File: config.mk
export PLATFORM = sky130hd
export DESIGN_NAME = alu_sequencer
export DESIGN_NICKNAME = d
export VERILOG_FILES = /design/src/rtl/alu_seq_pkg.sv /design/src/rtl/alu_op_decode.sv /design/src/rtl/alu_sequencer.sv
export SDC_FILE = /design/constraint.sdc
export NUM_CORES = 1
export LEC_CHECK = 0
export ABC_AREA = 0
export ABC_CLOCK_PERIOD_IN_PS = 5130
export BUFFER_PORTS_ARGS = -buffer_cell sky130_fd_sc_hd__clkbuf_2
export CORE_UTILIZATION = 51
export DETAILED_ROUTE_END_ITERATION = 12
export GPL_ROUTABILITY_DRIVEN = 0
export PLACE_DENSITY = 0.89
export SETUP_SLACK_MARGIN = 0.5
export SYNTH_ARGS = -nofsm -noshare
export SYNTH_HDL_FRONTEND = slang
export SYNTH_SLANG_ARGS = --single-unit
export TNS_END_PERCENT = 30
File: constraint.sdc
create_clock -name clk -period 5.13 [get_ports clk]
set_input_delay 1.026 -clock clk [delete_from_list [all_inputs] [get_ports clk]]
set_output_delay 1.026 -clock clk [all_outputs]
set_load 0.03 [all_outputs]
File: src/rtl/alu_seq_pkg.sv
// Shared definitions for the Hack ALU sequencer: opcodes, FSM states and
// the six-bit ALU control words {zx,nx,zy,ny,f,no}.
package alu_seq_pkg;

  localparam logic [3:0] OP_ZERO = 4'h0;
  localparam logic [3:0] OP_ONE  = 4'h1;
  localparam logic [3:0] OP_NEG1 = 4'h2;
  localparam logic [3:0] OP_X    = 4'h3;
  localparam logic [3:0] OP_Y    = 4'h4;
  localparam logic [3:0] OP_NOTX = 4'h5;
  localparam logic [3:0] OP_NEGX = 4'h6;
  localparam logic [3:0] OP_ADD  = 4'h7;
  localparam logic [3:0] OP_SUB  = 4'h8;
  localparam logic [3:0] OP_AND  = 4'h9;
  localparam logic [3:0] OP_OR   = 4'hA;
  localparam logic [3:0] OP_RSUB = 4'hB;
  localparam logic [3:0] OP_INCX = 4'hC;
  localparam logic [3:0] OP_MUL  = 4'hD;

  localparam logic [5:0] CW_ZERO = 6'b101010;
  localparam logic [5:0] CW_ONE  = 6'b111111;
  localparam logic [5:0] CW_NEG1 = 6'b111010;
  localparam logic [5:0] CW_X    = 6'b001100;
  localparam logic [5:0] CW_Y    = 6'b110000;
  localparam logic [5:0] CW_NOTX = 6'b001101;
  localparam logic [5:0] CW_NEGX = 6'b001111;
  localparam logic [5:0] CW_ADD  = 6'b000010;
  localparam logic [5:0] CW_SUB  = 6'b010011;
  localparam logic [5:0] CW_AND  = 6'b000000;
  localparam logic [5:0] CW_OR   = 6'b010101;
  localparam logic [5:0] CW_RSUB = 6'b000111;
  localparam logic [5:0] CW_INCX = 6'b011111;

  typedef enum logic [1:0] {
    S_IDLE = 2'd0,
    S_EXEC = 2'd1,
    S_MUL  = 2'd2,
    S_RESP = 2'd3
  } state_t;

  // Opcodes without a single-pass control word fall back to constant zero.
  function automatic logic [5:0] op_ctrl(input logic [3:0] op);
    case (op)
      OP_ZERO: op_ctrl = CW_ZERO;
      OP_ONE:  op_ctrl = CW_ONE;
      OP_NEG1: op_ctrl = CW_NEG1;
      OP_X:    op_ctrl = CW_X;
      OP_Y:    op_ctrl = CW_Y;
      OP_NOTX: op_ctrl = CW_NOTX;
      OP_NEGX: op_ctrl = CW_NEGX;
      OP_ADD:  op_ctrl = CW_ADD;
      OP_SUB:  op_ctrl = CW_SUB;
      OP_AND:  op_ctrl = CW_AND;
      OP_OR:   op_ctrl = CW_OR;
      OP_RSUB: op_ctrl = CW_RSUB;
      OP_INCX: op_ctrl = CW_INCX;
      default: op_ctrl = CW_ZERO;
    endcase
  endfunction

endpackage

File: src/rtl/alu_op_decode.sv
// Combinational opcode decode to ALU control word plus legality.
// Opcode D is legal only when ALU_SEQ_MUL_EN is defined.
module alu_op_decode
  import alu_seq_pkg::*;
(
  input  logic [3:0] op,
  output logic [5:0] ctrl,
  output logic       legal
);

  always_comb begin
    ctrl  = op_ctrl(op);
    legal = (op <= OP_INCX);
`ifdef ALU_SEQ_MUL_EN
    if (op == OP_MUL) legal = 1'b1;
`endif
  end

endmodule

File: src/rtl/alu_sequencer.sv
// Request/response controller driving an external Hack ALU; optional
// shift-add 16x16 multiply enabled by ALU_SEQ_MUL_EN.
module alu_sequencer
  import alu_seq_pkg::*;
(
  input  logic        clk,
  input  logic        reset,
  input  logic        req_valid,
  output logic        req_ready,
  input  logic [3:0]  req_op,
  input  logic [15:0] req_x,
  input  logic [15:0] req_y,
  output logic        resp_valid,
  input  logic        resp_ready,
  output logic [15:0] resp_data,
  output logic        resp_zr,
  output logic        resp_ng,
  output logic        resp_err,
  output logic [15:0] alu_x,
  output logic [15:0] alu_y,
  output logic        alu_zx,
  output logic        alu_nx,
  output logic        alu_zy,
  output logic        alu_ny,
  output logic        alu_f,
  output logic        alu_no,
  input  logic [15:0] alu_out,
  input  logic        alu_zr,
  input  logic        alu_ng
);

  state_t      state, state_nx;
  logic [15:0] x_q, y_q;
  logic [5:0]  ctrl_q;
  logic [5:0]  dec_ctrl;
  logic        dec_legal;
  logic [5:0]  alu_ctrl;

  alu_op_decode u_dec (
    .op    (req_op),
    .ctrl  (dec_ctrl),
    .legal (dec_legal)
  );

`ifdef ALU_SEQ_MUL_EN
  logic [15:0] acc, mcand, mplier, acc_nx;
  logic [3:0]  cnt;

  // ALU is wired as acc + mcand during MUL; keep the sum only on a 1 bit.
  assign acc_nx = mplier[0] ? alu_out : acc;
`endif

  always_ff @(posedge clk or posedge reset) begin
    if (reset) state <= S_IDLE;
    else       state <= state_nx;
  end

  always_comb begin
    state_nx = state;
    case (state)
      S_IDLE:
        if (req_valid) begin
          if (!dec_legal) state_nx = S_RESP;
`ifdef ALU_SEQ_MUL_EN
          else if (req_op == OP_MUL) state_nx = S_MUL;
`endif
          else state_nx = S_EXEC;
        end
      S_EXEC: state_nx = S_RESP;
      S_MUL: begin
`ifdef ALU_SEQ_MUL_EN
        if (cnt == 4'd15) state_nx = S_RESP;
`else
        state_nx = S_IDLE;
`endif
      end
      S_RESP: if (resp_ready) state_nx = S_IDLE;
      default: state_nx = S_IDLE;
    endcase
  end

  // ALU pins depend only on registered state, never on request inputs.
  always_comb begin
    req_ready  = (state == S_IDLE);
    resp_valid = (state == S_RESP);
    alu_x      = 16'h0000;
    alu_y      = 16'h0000;
    alu_ctrl   = CW_ZERO;
    case (state)
      S_EXEC: begin
        alu_x    = x_q;
        alu_y    = y_q;
        alu_ctrl = ctrl_q;
      end
`ifdef ALU_SEQ_MUL_EN
      S_MUL: begin
        alu_x    = acc;
        alu_y    = mcand;
        alu_ctrl = CW_ADD;
      end
`endif
      default: ;
    endcase
  end

  assign {alu_zx, alu_nx, alu_zy, alu_ny, alu_f, alu_no} = alu_ctrl;

  always_ff @(posedge clk or posedge reset) begin
    if (reset) begin
      x_q       <= '0;
      y_q       <= '0;
      ctrl_q    <= '0;
      resp_data <= '0;
      resp_zr   <= 1'b0;
      resp_ng   <= 1'b0;
      resp_err  <= 1'b0;
`ifdef ALU_SEQ_MUL_EN
      acc       <= '0;
      mcand     <= '0;
      mplier    <= '0;
      cnt       <= '0;
`endif
    end else begin
      case (state)
        S_IDLE:
          if (req_valid) begin
            x_q    <= req_x;
            y_q    <= req_y;
            ctrl_q <= dec_ctrl;
            if (!dec_legal) begin
              resp_data <= '0;
              resp_zr   <= 1'b1;
              resp_ng   <= 1'b0;
              resp_err  <= 1'b1;
            end
`ifdef ALU_SEQ_MUL_EN
            acc    <= '0;
            mcand  <= req_x;
            mplier <= req_y;
            cnt    <= '0;
`endif
          end
        S_EXEC: begin
          resp_data <= alu_out;
          resp_zr   <= alu_zr;
          resp_ng   <= alu_ng;
          resp_err  <= 1'b0;
        end
`ifdef ALU_SEQ_MUL_EN
        S_MUL: begin
          acc    <= acc_nx;
          mcand  <= {mcand[14:0], 1'b0};
          mplier <= {1'b0, mplier[15:1]};
          cnt    <= cnt + 4'd1;
          if (cnt == 4'd15) begin
            resp_data <= acc_nx;
            resp_zr   <= (acc_nx == 16'h0000);
            resp_ng   <= acc_nx[15];
            resp_err  <= 1'b0;
          end
        end
`endif
        default: ;
      endcase
    end
  end

endmodule
## Word-level counts from Yosys, hierarchy flattened

Memories as Yosys holds them, arrays and structs flattened. A register that Yosys moved wholly into a read port is not among the register bits.
Index checks and enable logic that the tools add are counted.

| operators by class | value |
|---|---|
| eq/ne operators | 6 |
| reductions and logical operators | 5 |
| magnitude comparators | 1 |
| multipliers | 0 |
| divide/modulo/power cells | 0 |
| bitwise operators | 0 |
| $add $sub $neg | 0 |
| shifts and indexed selects | 0 |
| mux-type cells | 17 |

Operators with widths:

| cell | number |
|---|---|
| 2-to-1 mux 16 bit | 4 |
| one-hot mux 16 bit (2 select lines) | 1 |
| one-hot mux 2 bit (4 select lines) | 1 |
| 2-to-1 mux 2 bit | 3 |
| 2-to-1 mux 6 bit | 1 |
| one-hot mux 1 bit (2 select lines) | 3 |
| equality test 2 bit, second input constant | 2 |
| <= comparator 4 bit, second input constant | 1 |
| 2-to-1 mux 1 bit | 4 |
| != test 2 bit, second input constant | 2 |
| AND reduction 2 bit | 2 |
| AND reduction 3 bit | 1 |
| equality test 2 x 1 -> 1 bit, second input constant | 1 |
| logical NOT 2 bit | 1 |
| != test 2 x 1 -> 1 bit, second input constant | 1 |
| nonzero test 2 bit | 1 |

| storage, ports and cells | value |
|---|---|
| RAM bits | 0 |
| ROM bits | 96 |
| word-level logic and storage cells | 37 |
| bits in registers | 53 |
| output and inout port bits | 59 |
| input bits | 58 |
| memories | 1 |
| latch bits | 0 |

Memories:

| name | depth | bits a word | read ports | clocked after Yosys merged registers in | wr ports | RTL line | RTL |
|---|---|---|---|---|---|---|---|
| (name not given) | 16 | 6 | 1 | 1 | 0 | alu_seq_pkg.sv:43 | `case (op)` |

## Depth between registers and ports, before layout

| depth | value |
|---|---|
| word-level depth | 4 |
| depth in mapped cells | 6 |
| depth with buffers taken out | 5 |

## Cells and area by module

From an unflattened synthesis, not the netlist that was laid out.

| second synthesis, totals | value |
|---|---|
| cells, all modules | 206 |
| area, all modules | 2,745.1 um^2 |

By module, submodules not included:

| module | cells each | times used | area each (um^2) | seq. area each (um^2) |
|---|---|---|---|---|
| alu_sequencer | 181 | 1 | 2,534.9 | 1,476.4 |
| alu_op_decode | 25 | 1 | 210.2 | 0.0 |

## Worst setup path before layout

No wires, ideal clock.

| path | value |
|---|---|
| path kind | flip-flop to output port |
| from | register state[1] |
| to | output alu_no |
| setup slack | 2.767 ns |
| data arrival time | 1.337 ns |
| buffers on the path | 3 |
| cell stages (with the launch flop) | 6 |
| data required time | 4.104 ns |
| cells stage by stage | dfrtp_1 -> buf_2 -> nor2b_1 -> buf_2 -> clkbuf_1 -> and2_1 |

| between the ends | value |
|---|---|
| word-level cells in the longest chain between the ends | 2 |

Ends and longest elaborated chain:

| what | RTL line | RTL |
|---|---|---|
| from (decl) | alu_sequencer.sv:32 | `state_t state, state_nx;` |
| from (signal assigned) | alu_sequencer.sv:55 | `else state <= state_nx;` |
| equality test 2 x 1 -> 1 bit | alu_sequencer.sv:89 | `case (state)` |
| 2-to-1 mux 6 bit | alu_sequencer.sv:89 |  |
| to (decl) | alu_sequencer.sv:26 | `output logic alu_no,` |

Every way passes these cells.

## Worst setup path in the final report

| path | value |
|---|---|
| from | register state[0] |
| to | output alu_ny |

| between the ends | value |
|---|---|
| word-level cells in the longest chain between the ends | 2 |

Ends and longest elaborated chain:

| what | RTL line | RTL |
|---|---|---|
| equality test 2 x 1 -> 1 bit | alu_sequencer.sv:89 |  |
| 2-to-1 mux 6 bit | alu_sequencer.sv:89 |  |
| to (decl) | alu_sequencer.sv:24 | `output logic alu_ny,` |

Every way passes these cells.

==> out/metrics.cfg <==
[global_routing]
grt_usage = 0.212
grt_pass1_vias = 1967
grt_first_pass_wirelength_um = 8820
antenna_found_initial = 0
gr-total-overflow = 0
grt_max_degree = 60

[clock_tree]
htreeDepth = 3
cts_hold_buf = 0
insertion_delay_ns = 0.32
numCtsBuffers = 9
cts.repair.resized = 0
cts_tree = done
clock-sinks = 59
clockRootBuffer = clkbuf_8
post_cts_buffers = 0
path_clk_slew_ns = 0.07
cts_buffer_depth = 2

[critical_path]
cp-end-kind = output pin
r2r-start = state[0]
ff2ff_path_depth = 2
slowest_delay_ns = 0.87
cp_slowest_cell = nor2b_4
rrSetupSlack_ns = 3.37
critPathRequiredTime_ns = 4.10
crit_chain = nor2b_4 -> and2_1 -> clkbuf_2
worst-setup-path-type = flip-flop to output pin
critPathMaxFanout = 55
reg2reg_to = resp_data[6]
arrival_ns = 2.21
cp-start-kind = flip-flop

[sta]
skew_ns = 0.00738
final-hold-violation-count = 0
tns_ns = 0
finalSetupViolCount = 0
worst_slew_margin_rel = 0.341
timing.hold.ws_ns = 0.468
slew_violations = 0
tightest_slew_ns = 0.986
max_freq_mhz = 309
period_needed_ns = 3.23
rsz0062_at_grt = no
finalCritPeriodShare = 0.630

[floorplan]
die-area_sq_um = 5570
rows = 26
design.core.area_sq_um = 5110
ios = 117
die_h_um = 74.6
start_util = 0.527
die_w_um = 74.6

[pwr]
cellPowerDensity_nw_per_um2 = 659
power_frac_comb = 0.483
seq_power_share = 0.361
switchingPower_uw = 1040
vdd_drop_max_mv = 0.355
clkPwrFrac = 0.156
p_int_uw = 1230
p_sw_frac = 0.459
p_leak_uw = 0.00196

[job]
maxCapViolCount = 0

[synthesis]
synthesis.nets = 346
synth_top_cell_by_area = dfrtp_1
ys_warn_count = 0
syn-cell-area_sq_um = 2690
synth_top_area_frac = 0.549
syn_inst = 284
synthDistinctLibCells = 33
synth.avg_cell_area_sq_um = 9.48
synth_area_leaders = dfrtp_1, nand2_1, and2_1
seq_area_frac_synth = 0.549
ys_ff_latch = 59

[drt]
routedWlPerCell_um = 12.7
dr_total_vias = 2284
drc = 0
via_per_inst = 4.87
firstDrtPassIters = 4
drt_iter0_markers = 129
wl_um = 5940
ant_nets = 0

[worst_hold_path]
worstHoldPathType = flip-flop to flip-flop
whs_endpoint = y_q[14]
hold-path-cell-count = 2
min_from = y_q[14]

[place]
io_buffer_count = 116

[run_status]
outcome = completed

[layout]
synthToLayoutAreaGrowth_pct = 28.4
layout_common_cells = clkbuf_2, nand2_1, dfrtp_1
nNetsFinal = 457
insertedDiodeCount = 0
drive_gt1_frac = 0.348
mostFrequentLayoutCell = clkbuf_2

power by group through the flow:
stage	Sequential, uW	Clock (uW)	Combinational, uW
6_report	822	355	1100
5_1_grt	847	385	1200
4_1_cts	821	361	1110
3_5_place_dp	830	0	1110
3_3_place_gp	816	0	1080
2_1_floorplan	916	0	720
registers in the layout, indices dropped and copies added, names as in the netlist:
signal,flops
state,2
ctrl_q,6
resp_zr,1
resp_data,16
resp_ng,1
resp_err,1
x_q,16
y_q,16
kinds of logic (layout without fill, tap and decap cells):
logic type,count (synthesis),after routing,synth area share
fa+ha+maj,4,4,0.0186
simple gates,162,162,0.281
mux,2,2,0.0121
buf+inv,24,139,0.0432
compound gates,33,33,0.0967
flops,59,59,0.549
area by class of cell:
| type | count | area (sq um) |
|---|---|---|
| clock buffers | 12 | 145 |
| clock inverters | 3 | 15.0 |
| fillers | 429 | 1650 |
| inverters | 6 | 22.5 |
| multi-input cells | 201 | 1110 |
| flip-flops and latches | 59 | 1480 |
| well taps | 70 | 87.6 |
| repair buffers | 118 | 596 |
worst max-delay path by stage:
stage / from / end / slack [ns] / cells after the start
4_1_cts: state[0] / alu_ny / 1.88 / 3
3_5_place_dp: state[0] / alu_ny / 2.23 / 3
5_1_grt: state[0] / alu_x[6] / 1.75 / 3
2_1_floorplan: reset / ctrl_q[0] / 2.65 / 1
6_report: state[0] / alu_ny / 1.90 / 3
3_3_place_gp: state[0] / alu_nx / 2.26 / 3
per-layer routing:
metal,global-route usage,share of wire
met1,0.268,0.44
met4,0.0881,0.012
met2,0.366,0.52
met3,0.0308,0.032
met5,0,0
Yosys cell counts, drive strengths merged:
cell / n
nand2b: 7
a2bb2oi: 1
mux4: 1
a211o: 1
a22o: 17
ha: 4
and4b: 1
o22ai: 1
a31oi: 2
or3b: 1
o21a: 1
nor2b: 2
nand3: 1
and3: 1
mux2i: 1
buf: 12
nor3: 1
o21ai: 4
nor4b: 1
nor3b: 1
or2: 1
nand2: 105
nor2: 4
a21oi: 4
inv: 6
o211ai: 1
o41ai: 1
clkbuf: 6
and2: 36
dfrtp: 59
worst max-delay path: cells and delay by family, from the launching register on:
kind | cells | cell delay (ns)
DFF | 1 | 0.53
buffers and inverters | 1 | 0.21
and+or+nand+nor | 2 | 1.12
through the flow:
| step | util | setup slack (ns) | cells | instance area (sq um) | total power [uW] |
|---|---|---|---|---|---|
| 2_1_floorplan | - | 2.65 | 284 | 2690 | 1640 |
| 3_3_place_gp | 0.645 | 2.26 | 454 | 3290 | 1900 |
| 3_5_place_dp | 0.645 | 2.23 | 454 | 3290 | 1940 |
| 4_1_cts | 0.676 | 1.88 | 469 | 3450 | 2300 |
| 5_1_grt | 0.676 | 1.75 | 469 | 3450 | 2430 |
| 6_report | 0.676 | 1.90 | 469 | 3450 | 2280 |
No activity file was read; power rests on OpenSTA's default activity.
